===== config.mk =====
export PLATFORM = sky130hd
export DESIGN_NAME = cook_timer_ctrl
export DESIGN_NICKNAME = d
export VERILOG_FILES = /design/src/rtl/cook_timer_ctrl.sv
export SDC_FILE = /design/constraint.sdc
export NUM_CORES = 1
export LEC_CHECK = 0
export CAP_MARGIN = 20
export CORE_UTILIZATION = 36
export CTS_CLUSTER_DIAMETER = 40
export DETAILED_ROUTE_END_ITERATION = 10
export GPL_TIMING_DRIVEN = 0
export HOLD_SLACK_MARGIN = 0.06
export SLEW_MARGIN = 20
export SYNTH_ARGS = -nofsm -noshare
export SYNTH_HDL_FRONTEND = slang
export SYNTH_SLANG_ARGS = --single-unit

===== constraint.sdc =====
create_clock -name clk -period 4.73 [get_ports clk]
set_clock_uncertainty 0.15 [all_clocks]
set_input_delay 1.419 -clock clk [delete_from_list [all_inputs] [get_ports clk]]
set_output_delay 1.419 -clock clk [all_outputs]
set_load 0.03 [all_outputs]

===== src/rtl/cook_timer_ctrl.sv =====
`default_nettype none
// ============================================================================
// Module  : cook_timer_ctrl
// Brief   : MM:SS BCD countdown cooking timer with set/run/pause/alarm FSM.
// Revision: 1.0
// ============================================================================
module cook_timer_ctrl #(
  parameter int MAX_MIN   = 59,
  parameter int ALARM_SEC = 5
) (
  input  logic       clk,
  input  logic       reset_p,
  input  logic       clk_sec,
  input  logic       btn_start,
  input  logic       btn_clear,
  input  logic       btn_inc_sec,
  input  logic       btn_inc_min,
  output logic [3:0] min10,
  output logic [3:0] min1,
  output logic [3:0] sec10,
  output logic [3:0] sec1,
  output logic [1:0] state,
  output logic       running,
  output logic       alarm,
  output logic       alarm_start
);

  typedef enum logic [1:0] {
    S_IDLE  = 2'd0,
    S_RUN   = 2'd1,
    S_PAUSE = 2'd2,
    S_ALARM = 2'd3
  } state_t;

  localparam logic [3:0] c_MAX_M10    = 4'(MAX_MIN / 10);
  localparam logic [3:0] c_MAX_M1     = 4'(MAX_MIN % 10);
  localparam logic [7:0] c_ALARM_LAST = 8'(ALARM_SEC - 1);

  state_t     r_state, w_state;
  logic [3:0] r_m10, r_m1, r_s10, r_s1;
  logic [3:0] w_m10, w_m1, w_s10, w_s1;
  logic [7:0] r_cnt, w_cnt;
  logic       r_alarm_start, w_alarm_start;
  logic       w_zero, w_one;

  assign w_zero = (r_m10 == 4'd0) && (r_m1 == 4'd0) && (r_s10 == 4'd0) && (r_s1 == 4'd0);
  assign w_one  = (r_m10 == 4'd0) && (r_m1 == 4'd0) && (r_s10 == 4'd0) && (r_s1 == 4'd1);

  always_comb begin
    w_state       = r_state;
    w_m10         = r_m10;
    w_m1          = r_m1;
    w_s10         = r_s10;
    w_s1          = r_s1;
    w_cnt         = r_cnt;
    w_alarm_start = 1'b0;
    case (r_state)
      S_IDLE: begin
        if (btn_clear) begin
          {w_m10, w_m1, w_s10, w_s1} = 16'h0000;
        end else if (btn_start) begin
          if (!w_zero) w_state = S_RUN;
        end else begin
          if (btn_inc_sec) begin
            if (r_s10 == 4'd5 && r_s1 == 4'd9) begin
              w_s10 = 4'd0;
              w_s1  = 4'd0;
            end else if (r_s1 == 4'd9) begin
              w_s1  = 4'd0;
              w_s10 = r_s10 + 4'd1;
            end else begin
              w_s1 = r_s1 + 4'd1;
            end
          end
          if (btn_inc_min) begin
            if (r_m10 == c_MAX_M10 && r_m1 == c_MAX_M1) begin
              w_m10 = 4'd0;
              w_m1  = 4'd0;
            end else if (r_m1 == 4'd9) begin
              w_m1  = 4'd0;
              w_m10 = r_m10 + 4'd1;
            end else begin
              w_m1 = r_m1 + 4'd1;
            end
          end
        end
      end
      S_RUN: begin
        if (btn_clear) begin
          w_state = S_IDLE;
          {w_m10, w_m1, w_s10, w_s1} = 16'h0000;
        end else if (btn_start) begin
          w_state = S_PAUSE;
        end else if (clk_sec) begin
          if (w_one) begin
            w_s1          = 4'd0;
            w_state       = S_ALARM;
            w_cnt         = 8'd0;
            w_alarm_start = 1'b1;
          end else if (!w_zero) begin
            // Cascaded BCD borrow: each digit wraps only when the one below it does.
            if (r_s1 != 4'd0) begin
              w_s1 = r_s1 - 4'd1;
            end else begin
              w_s1 = 4'd9;
              if (r_s10 != 4'd0) begin
                w_s10 = r_s10 - 4'd1;
              end else begin
                w_s10 = 4'd5;
                if (r_m1 != 4'd0) begin
                  w_m1 = r_m1 - 4'd1;
                end else begin
                  w_m1  = 4'd9;
                  w_m10 = r_m10 - 4'd1;
                end
              end
            end
          end
        end
      end
      S_PAUSE: begin
        if (btn_clear) begin
          w_state = S_IDLE;
          {w_m10, w_m1, w_s10, w_s1} = 16'h0000;
        end else if (btn_start) begin
          w_state = S_RUN;
        end
      end
      default: begin
        if (btn_clear || btn_start) begin
          w_state = S_IDLE;
        end else if (clk_sec) begin
          if (r_cnt == c_ALARM_LAST) w_state = S_IDLE;
          else w_cnt = r_cnt + 8'd1;
        end
      end
    endcase
  end

  always_ff @(posedge clk) begin
    if (reset_p) begin
      r_state       <= S_IDLE;
      r_m10         <= 4'd0;
      r_m1          <= 4'd0;
      r_s10         <= 4'd0;
      r_s1          <= 4'd0;
      r_cnt         <= 8'd0;
      r_alarm_start <= 1'b0;
    end else begin
      r_state       <= w_state;
      r_m10         <= w_m10;
      r_m1          <= w_m1;
      r_s10         <= w_s10;
      r_s1          <= w_s1;
      r_cnt         <= w_cnt;
      r_alarm_start <= w_alarm_start;
    end
  end

  assign min10       = r_m10;
  assign min1        = r_m1;
  assign sec10       = r_s10;
  assign sec1        = r_s1;
  assign state       = r_state;
  assign running     = (r_state == S_RUN);
  assign alarm       = (r_state == S_ALARM);
  assign alarm_start = r_alarm_start;

endmodule
`default_nettype wire

# Yosys cells after proc, flatten, opt, wreduce, memory -nomap -nowiden
# Cells that the tools add are included.
op_classes:
  n_reduce_logical: 26
  n_addsub: 9
  eq_ne: 34
  bitwise: 3
  mux: 76
op_table:
  columns: ["op", "n"]
  rows:
  - ["$mux W4", 50]
  - ["$mux W8", 7]
  - ["$pmux W4 S3", 4]
  - ["$ne A3 B3 Y1 const B", 11]
  - ["$mux W2", 12]
  - ["$reduce_and A10 Y1", 2]
  - ["$add A4 B1 Y4 const B", 4]
  - ["$logic_not A4 Y1", 4]
  - ["$ne A2 B2 Y1 const B", 8]
  - ["$pmux W8 S2", 1]
  - ["$sub A4 B1 Y4 const B", 4]
  - ["$reduce_and A7 Y1", 2]
  - ["$ne A4 B4 Y1 const B", 3]
  - ["$reduce_and A12 Y1", 1]
  - ["$reduce_bool A4 Y1", 3]
  - ["$reduce_bool A5 Y1", 2]
  - ["$add A8 B1 Y8 const B", 1]
  - ["$eq A4 B3 Y1 const B", 2]
  - ["$eq A4 B4 Y1 const B", 2]
  - ["$eq A8 B3 Y1 const B", 1]
  - ["$ne A4 B3 Y1 const B", 2]
  - ["$reduce_and A8 Y1", 1]
  - ["$logic_and A1 B1 Y1", 6]
  - ["$pmux W2 S3", 1]
  - ["other kinds (11)", 14]
totals:
  regBits: 27
  out_inout_bits: 21
  inputBits: 7

# Logic depth before layout (Yosys ltp)
logic_depth:
  ltp_word: 10
  depth_mapped: 10
  ltp_nobuf: 7

# Worst setup path before layout
# OpenSTA, ideal clock, no wires.
synth_timing:
  kind: "input to register"
  start: "input btn_clear"
  end: "register r_s10[2], in the netlist sec10[2]"
  slack_ns: 1.705
  required_ns: 4.510
  setup_ns: 0.070
  path_buffers: 1
  t_arrival_ns: 2.805
  path_stages: 6
  cell_sequence: "or2_1 clkbuf_1 a41o_1 o2bb2a_1 or4_1 a21oi_1"
synth_between:
  elab_chain_cells: 2
  elab_cells_between_ends: 13
synth_rtl:
  columns: ["item", "line", "source"]
  rows:
  - ["start: declaration", "15", "input logic btn_clear,"]
  - ["$ne A4 B4 Y1 (no line) (tied with other cells)", null, null]
  - ["$reduce_and A10 Y1 (no line) / $pmux W4 S3 (equally long branches)", null, null]
  - ["end signal: assignment", "153", "r_s10 <= w_s10;"]
  - ["end: declaration", "40", "logic [3:0] r_m10, r_m1, r_s10, r_s1;"]
# Several ways; a longest one is shown, not always the timed one.
# A chain may end at the register's enable or synchronous reset.

# Worst setup path in the final report
layout_timing:
  start: "input btn_clear"
  end: "register r_m10[3], in the netlist min10[3]"
layout_between:
  elab_chain_cells: 2
  elab_cells_between_ends: 15
layout_rtl:
  columns: ["item", "line", "source"]
  rows:
  - ["$ne A4 B4 Y1 (no line) (tied with other cells)", null, null]
  - ["$reduce_and A12 Y1 (no line) / $pmux W4 S3 (equally long branches)", null, null]
  - ["end signal: assignment", "151", "r_m10 <= w_m10;"]
  - ["end: declaration", "40", null]
# Several ways; a longest one is shown, not always the timed one.

==> flow_metrics.py <==
metrics = {
    "cells_and_area": {
        "final_area_mm2": 0.00256,
        "final_nets": 328,
        "drive_gt1_share_pct": 6.84,
        "fillers": 586,
        "area_growth_pct": 18.5,
        "diodes": 0,
    },
    "cts": {
        "cts_root_buf": "clkbuf_8",
        "cts_resized": 0,
        "cts_tree": "done",
        "htree_levels": 1,
        "cts_inserted_buffers": 3,
        "hold_buffers": 0,
        "clk_pin_slew_worst_paths_ps": 110,
        "cts.sinks": 27,
        "max-clock-path-buffers": 2,
        "cts_setup_buffers": 0,
        "clk_latency_ps": 290,
    },
    "status": {
        "status": "finished, final reports clean",
    },
    "yosys": {
        "synthesis.nets": 297,
        "synth-simple-area-share_pct": 26.9,
        "synth_top_family_by_area": "compound AO/OA/AOI/OAI gates",
        "yosysTopAreaCellShare_pct": 25.1,
        "yosys_warnings": 0,
        "synthXorXnorAreaFrac_pct": 0.406,
        "synth_seq_cells": 27,
        "synth-compound-area-share_pct": 31.4,
        "synth_top_area_cell": "dfxtp_1",
        "synth.top_cells.by_area": "dfxtp_1 25%, ha_1 7.5%, a21oi_1 5.8%, nand2_1 3.3%, nor2_1 3.3%",
        "synth_area_per_cell_um2": 7.79,
        "yosys.area_share.adder_pct": 7.54,
        "ys_async_sr_fraction_pct": 0,
        "synth.area.mux_share_pct": 1.51,
        "synth-edff-count": 0,
        "synth_area_mm2": 0.00216,
        "synthMostInstantiatedCell": "dfxtp_1",
        "ys_types": 66,
        "synthCells": 277,
        "synthTopCellsByCount": "27 x dfxtp_1, 25 x a21oi_1, 19 x nand2_1, 19 x nor2_1",
        "ys_seq_area_share_pct": 25.1,
        "synth_flop_cell": "dfxtp_1",
    },
    "drt": {
        "dr_total_vias": 2257,
        "wirelength_mm": 6.14,
        "post_drt_wl_per_cell_um": 16.2,
        "final_antenna_net_count": 0,
        "drt_iter0_drc": 184,
        "drc": 0,
        "drt_pre_antenna_iters": 4,
        "drt-vias-per-instance": 5.96,
    },
    "placed_design": {
        "place_hpwl_mm": 4.38,
        "placed_cell_area_mm2": 0.00251,
        "gp_congestion": 0.854,
        "pre_cts_slack_ps": 880,
        "io_buffers": 26,
    },
    "floorplan": {
        "die_x_um": 79.4,
        "die-area_mm2": 0.00631,
        "ioPinCount": 28,
        "rows": 27,
        "start_util_pct": 38.2,
        "die_h_um": 79.4,
        "coreArea_mm2": 0.00564,
    },
    "timing": {
        "hold_viol": 0,
        "final.setup.tns_ps": 0,
        "rsz0062_at_grt": "false",
        "maxSlewHeadroom_pct": 42.6,
        "setup_viol": 0,
        "post-route-min-period_ps": 3530,
        "whs_ps": 347,
        "fmax_mhz": 284,
        "fin_ws_ps": 1200,
        "worst_pin_slew_ps": 853,
        "post-route-period-util_pct": 74.6,
        "slew_viol_final": 0,
    },
    "critical_path": {
        "end_kind": "register",
        "path_max_fanout": 10,
        "cp-start-kind": "input pin",
        "worstPathBufferInverterCount": 4,
        "cp_cell_sequence": "clkdlybuf4s50_1 > buf_6 > and3b_1 > clkbuf_1 > clkbuf_1 > a21oi_1 > a21oi_1 > nor2_1 > o41ai_1",
        "crit_family": "buffers and inverters",
        "max_stage_delay_ps": 500,
        "worst-setup-path-type": "in2reg",
        "required_ps": 4770,
        "arrival_ps": 3570,
        "slowest_stage": "clkdlybuf4s50_1",
    },
    "grt": {
        "track_usage_pct": 20.8,
        "antenna_found_initial": 0,
        "overflow": 0,
        "grt_pass1_vias": 2130,
        "grt_max_degree": 17,
        "grt_pass1_wl_mm": 10.4,
    },
    "run": {
        "maxCapViolations": 0,
    },
    "worst_hold_path": {
        "hp-class": "reg2reg",
    },
    "power_and_ir_drop": {
        "p_per_area_mw_per_mm2": 415,
        "ir_worst_vdd_v": 0.000210,
        "leakage_nw": 0.875,
        "finalPower_w": 0.00106,
    },
}
[final cells by class]
type | count | area, µm² | share of cell area (%)
Multi-Input combinational cell | 212 | 1460 | 57.2
Sequential cell | 27 | 541 | 21.1
Timing Repair Buffer | 26 | 260 | 10.2
Buffer | 21 | 91.3 | 3.57
Tap cell | 72 | 90.1 | 3.52
Inverter | 17 | 63.8 | 2.50
Clock buffer | 3 | 41.3 | 1.62
Clock inverter | 1 | 7.51 | 0.294
[routing by layer]
metal / share of wire (%) / track usage, % / up-vias
met1: 49 / 29.1 / 1071
li1: - / - / 1122
met3: 4.7 / 2.74 / 9
met2: 45 / 32.8 / 55
met5: 0 / 0 / -
met4: 1.5 / 6.73 / 0
[cells in the final DEF, fill, tap and decap left out, types with 5 or more instances in the layout]
cell / n
dfxtp_1: 27
clkdlybuf4s50_1: 26
a21oi_1: 25
nor2_1: 19
nand2_1: 19
inv_1: 16
clkbuf_1: 16
ha_1: 13
o21ai_0: 12
nor3_1: 9
o31ai_1: 8
o211ai_1: 7
or4_1: 7
nor3b_1: 5
a31oi_1: 5
[path summary, 6_finish.rpt]
kind | to | slack [ps] | cells past startpoint | startpoint
hold reg to reg | r_cnt[7] | 350 | 1 | r_cnt[7]
setup / recovery | min10[3] | 1200 | 9 | btn_clear
setup reg to reg | sec10[2] | 1880 | 9 | state[0]
hold / removal | r_cnt[7] | 350 | 1 | r_cnt[7]
[registers in the layout (all words and copies together), names as in the netlist]
| name | flops |
|---|---|
| sec1 | 4 |
| alarm_start | 1 |
| sec10 | 4 |
| r_cnt | 8 |
| min10 | 4 |
| state | 2 |
| min1 | 4 |
[report_power, final]
part / internal, W / total [W] / switching [W] / leakage (nW)
clock network: 0.0000602 / 0.000146 / 0.0000861 / 0.0217
logic: 0.000241 / 0.000622 / 0.000381 / 0.634
registers: 0.000256 / 0.000293 / 0.0000370 / 0.219
total: 0.000558 / 0.00106 / 0.000504 / 0.875
[logic make-up (layout without fill, tap and decap cells)]
| group | Yosys count | after routing |
|---|---|---|
| flops | 27 | 27 |
| mux | 2 | 2 |
| buf+inv | 38 | 68 |
| compound gates | 97 | 97 |
| xor+xnor | 1 | 1 |
| fa+ha+maj | 13 | 13 |
| simple gates | 99 | 99 |
[metrics by stage]
step	util [%]	instances
after global routing	45.3	379
after floorplan	-	277
after CTS	45.3	379
final	45.3	379
after detailed placement	44.4	375
after global placement	44.4	375
No activity file was read; power rests on OpenSTA's default activity.
==> variant (same settings) <==
Register the inputs `btn_start`, `btn_clear`, `btn_inc_sec` and `btn_inc_min` before use, with the module's reset. The logic sees them one clock later.
--- a/src/rtl/cook_timer_ctrl.sv
+++ b/src/rtl/cook_timer_ctrl.sv
@@ -37,4 +37,23 @@
   localparam logic [7:0] c_ALARM_LAST = 8'(ALARM_SEC - 1);
 
+  logic btn_start_q;
+  logic btn_clear_q;
+  logic btn_inc_sec_q;
+  logic btn_inc_min_q;
+
+  always_ff @(posedge clk) begin
+    if (reset_p) begin
+      btn_start_q   <= '0;
+      btn_clear_q   <= '0;
+      btn_inc_sec_q <= '0;
+      btn_inc_min_q <= '0;
+    end else begin
+      btn_start_q   <= btn_start;
+      btn_clear_q   <= btn_clear;
+      btn_inc_sec_q <= btn_inc_sec;
+      btn_inc_min_q <= btn_inc_min;
+    end
+  end
+
   state_t     r_state, w_state;
   logic [3:0] r_m10, r_m1, r_s10, r_s1;
@@ -57,10 +76,10 @@
     case (r_state)
       S_IDLE: begin
-        if (btn_clear) begin
+        if (btn_clear_q) begin
           {w_m10, w_m1, w_s10, w_s1} = 16'h0000;
-        end else if (btn_start) begin
+        end else if (btn_start_q) begin
           if (!w_zero) w_state = S_RUN;
         end else begin
-          if (btn_inc_sec) begin
+          if (btn_inc_sec_q) begin
             if (r_s10 == 4'd5 && r_s1 == 4'd9) begin
               w_s10 = 4'd0;
@@ -73,5 +92,5 @@
             end
           end
-          if (btn_inc_min) begin
+          if (btn_inc_min_q) begin
             if (r_m10 == c_MAX_M10 && r_m1 == c_MAX_M1) begin
               w_m10 = 4'd0;
@@ -87,8 +106,8 @@
       end
       S_RUN: begin
-        if (btn_clear) begin
+        if (btn_clear_q) begin
           w_state = S_IDLE;
           {w_m10, w_m1, w_s10, w_s1} = 16'h0000;
-        end else if (btn_start) begin
+        end else if (btn_start_q) begin
           w_state = S_PAUSE;
         end else if (clk_sec) begin
@@ -120,13 +139,13 @@
       end
       S_PAUSE: begin
-        if (btn_clear) begin
+        if (btn_clear_q) begin
           w_state = S_IDLE;
           {w_m10, w_m1, w_s10, w_s1} = 16'h0000;
-        end else if (btn_start) begin
+        end else if (btn_start_q) begin
           w_state = S_RUN;
         end
       end
       default: begin
-        if (btn_clear || btn_start) begin
+        if (btn_clear_q || btn_start_q) begin
           w_state = S_IDLE;
         end else if (clk_sec) begin
Check against the original RTL: not equivalent (Yosys sat finds a counterexample within 4 cycles, from zero or initial values and one cycle with reset_p high).
==> variant against the original RTL <==
- combinational power is 13% higher
- worst hold slack better by 8.5 ps
- routed wire length is 0.95% higher
- power is 24% higher
- worst setup slack worse by 72 ps
- synthesized area is 3.8% higher
- sequential cell count is 4 higher
- cell area is 6.5% higher
- critical path type unchanged
- largest cell class unchanged
- largest power group unchanged
- highest routed layer unchanged
==> variant: results (changes against the original RTL) <==
Run status
  • Status: completed

Critical path
  • Critical path's top delay family: compound AO/OA/AOI/OAI gates
  • Data arrival, critical path: 3610 ps (+40 ps)
  • CP max FO: 5 (-5)
  • Crit path largest cell delay: 1060 ps (+560 ps)
  • Critical path's slowest cell: a2111oi_1

Routing
  • Routed vias: 2293 (+1.6%)
  • Final wirelength: 6200 µm (+0.95%)
  • Drt first-iter violations: 114 (-38%)

Clock network
  • CTS clk-pin slew, worst paths: 70 ps (-40 ps)
  • H-tree levels: 2 (+1)
  • Num CTS Buffers: 5 (+2)

Global route
  • Largest net degree at the start of global routing: 11 (-6)
  • Vias in the first global route: 2073 (-2.7%)
  • Total track usage: 0.198 (-0.0106)
  • First-pass GRT wire length: 10100 µm (-3.6%)

Cells and area
  • Non-filler cells, final: 385 (+1.6%)
  • Share of cells above drive strength 1: 0.0871 (+0.0187)
  • Design area: 0.00272 mm² (+6.5%)
  • Fillers: 620 (+5.8%)

Placement
  • Placed wire-length estimate: 4370 µm (-0.23%)
  • IO buf count: 27 (+3.8%)
  • Placed Instance Area: 0.00260 mm² (+3.8%)

Yosys
  • Sequential fraction of the synthesis area: 0.277 (+0.0265)
  • Synth Net Count: 294 (-1.0%)
  • Top post-synthesis cells by area: dfxtp_1 (28%), ha_1 (6.7%), a21oi_1 (4.9%)
  • Top cells by count, synth: dfxtp_1 (31), a21oi_1 (22), nand2_1 (18), nor2_1 (16)
  • Mapped Cells: 275 (-0.72%)

Power and ir drop
  • LEAKAGE: 0.929 nW (+6.2%)

Timing
  • Slew of the pin with the lowest slew margin: 1190 ps (+340 ps)
variant: power by group:
| part | switching (mW) | leakage (nW) | internal (mW) |
|---|---|---|---|
| clock network | 0.106 | 0.0612 | 0.170 |
| logic | 0.430 | 0.616 | 0.269 |
| registers | 0.0464 | 0.253 | 0.295 |
variant: routing by layer:
| metal | share of wire | track usage | vias up |
|---|---|---|---|
| li1 | - | - | 1122 |
| met3 | 0.049 | 0.0427 | 6 |
| met2 | 0.46 | 0.320 | 63 |
| met1 | 0.48 | 0.258 | 1102 |
| met5 | 0 | 0 | - |
| met4 | 0.012 | 0.0661 | 0 |
variant: cell families (layout without fill, tap and decap cells):
family	count (synthesis)	in the layout	synth area share
buffers and inverters	31	66	0.0564
adders and majority gates	12	12	0.0670
DFF	31	31	0.277
AOI/OAI and AO/OA	102	102	0.324
muxes	3	3	0.0190
and+or+nand+nor	96	96	0.256
variant: metrics by stage:
step | hold WS, ps | worst slack (ps)
2_1_floorplan | 302 | 1840
3_3_place_gp | 331 | 859
3_5_place_dp | 347 | 887
4_1_cts | 357 | 1190
5_1_grt | 378 | 1100
6_report | 356 | 1130
variant: path summary, 6_finish.rpt:
check	slack, ps	end	cells after the start	start
max	1130	sec1[0]	6	clk_sec
max reg2reg	1780	sec10[1]	8	sec10[0]
min	360	r_cnt[7]	1	r_cnt[7]
min reg2reg	360	r_cnt[7]	1	r_cnt[7]
variant: area by class of cell:
| cell class | instances | area share |
|---|---|---|
| tap | 75 | 0.0345 |
| sequential | 31 | 0.228 |
| buffer | 17 | 0.0271 |
| inverter | 14 | 0.0193 |
| multi-input combinational | 213 | 0.549 |
| timing repair buffer | 27 | 0.0993 |
| clock buffer | 6 | 0.0303 |
| clock inverter | 2 | 0.0129 |
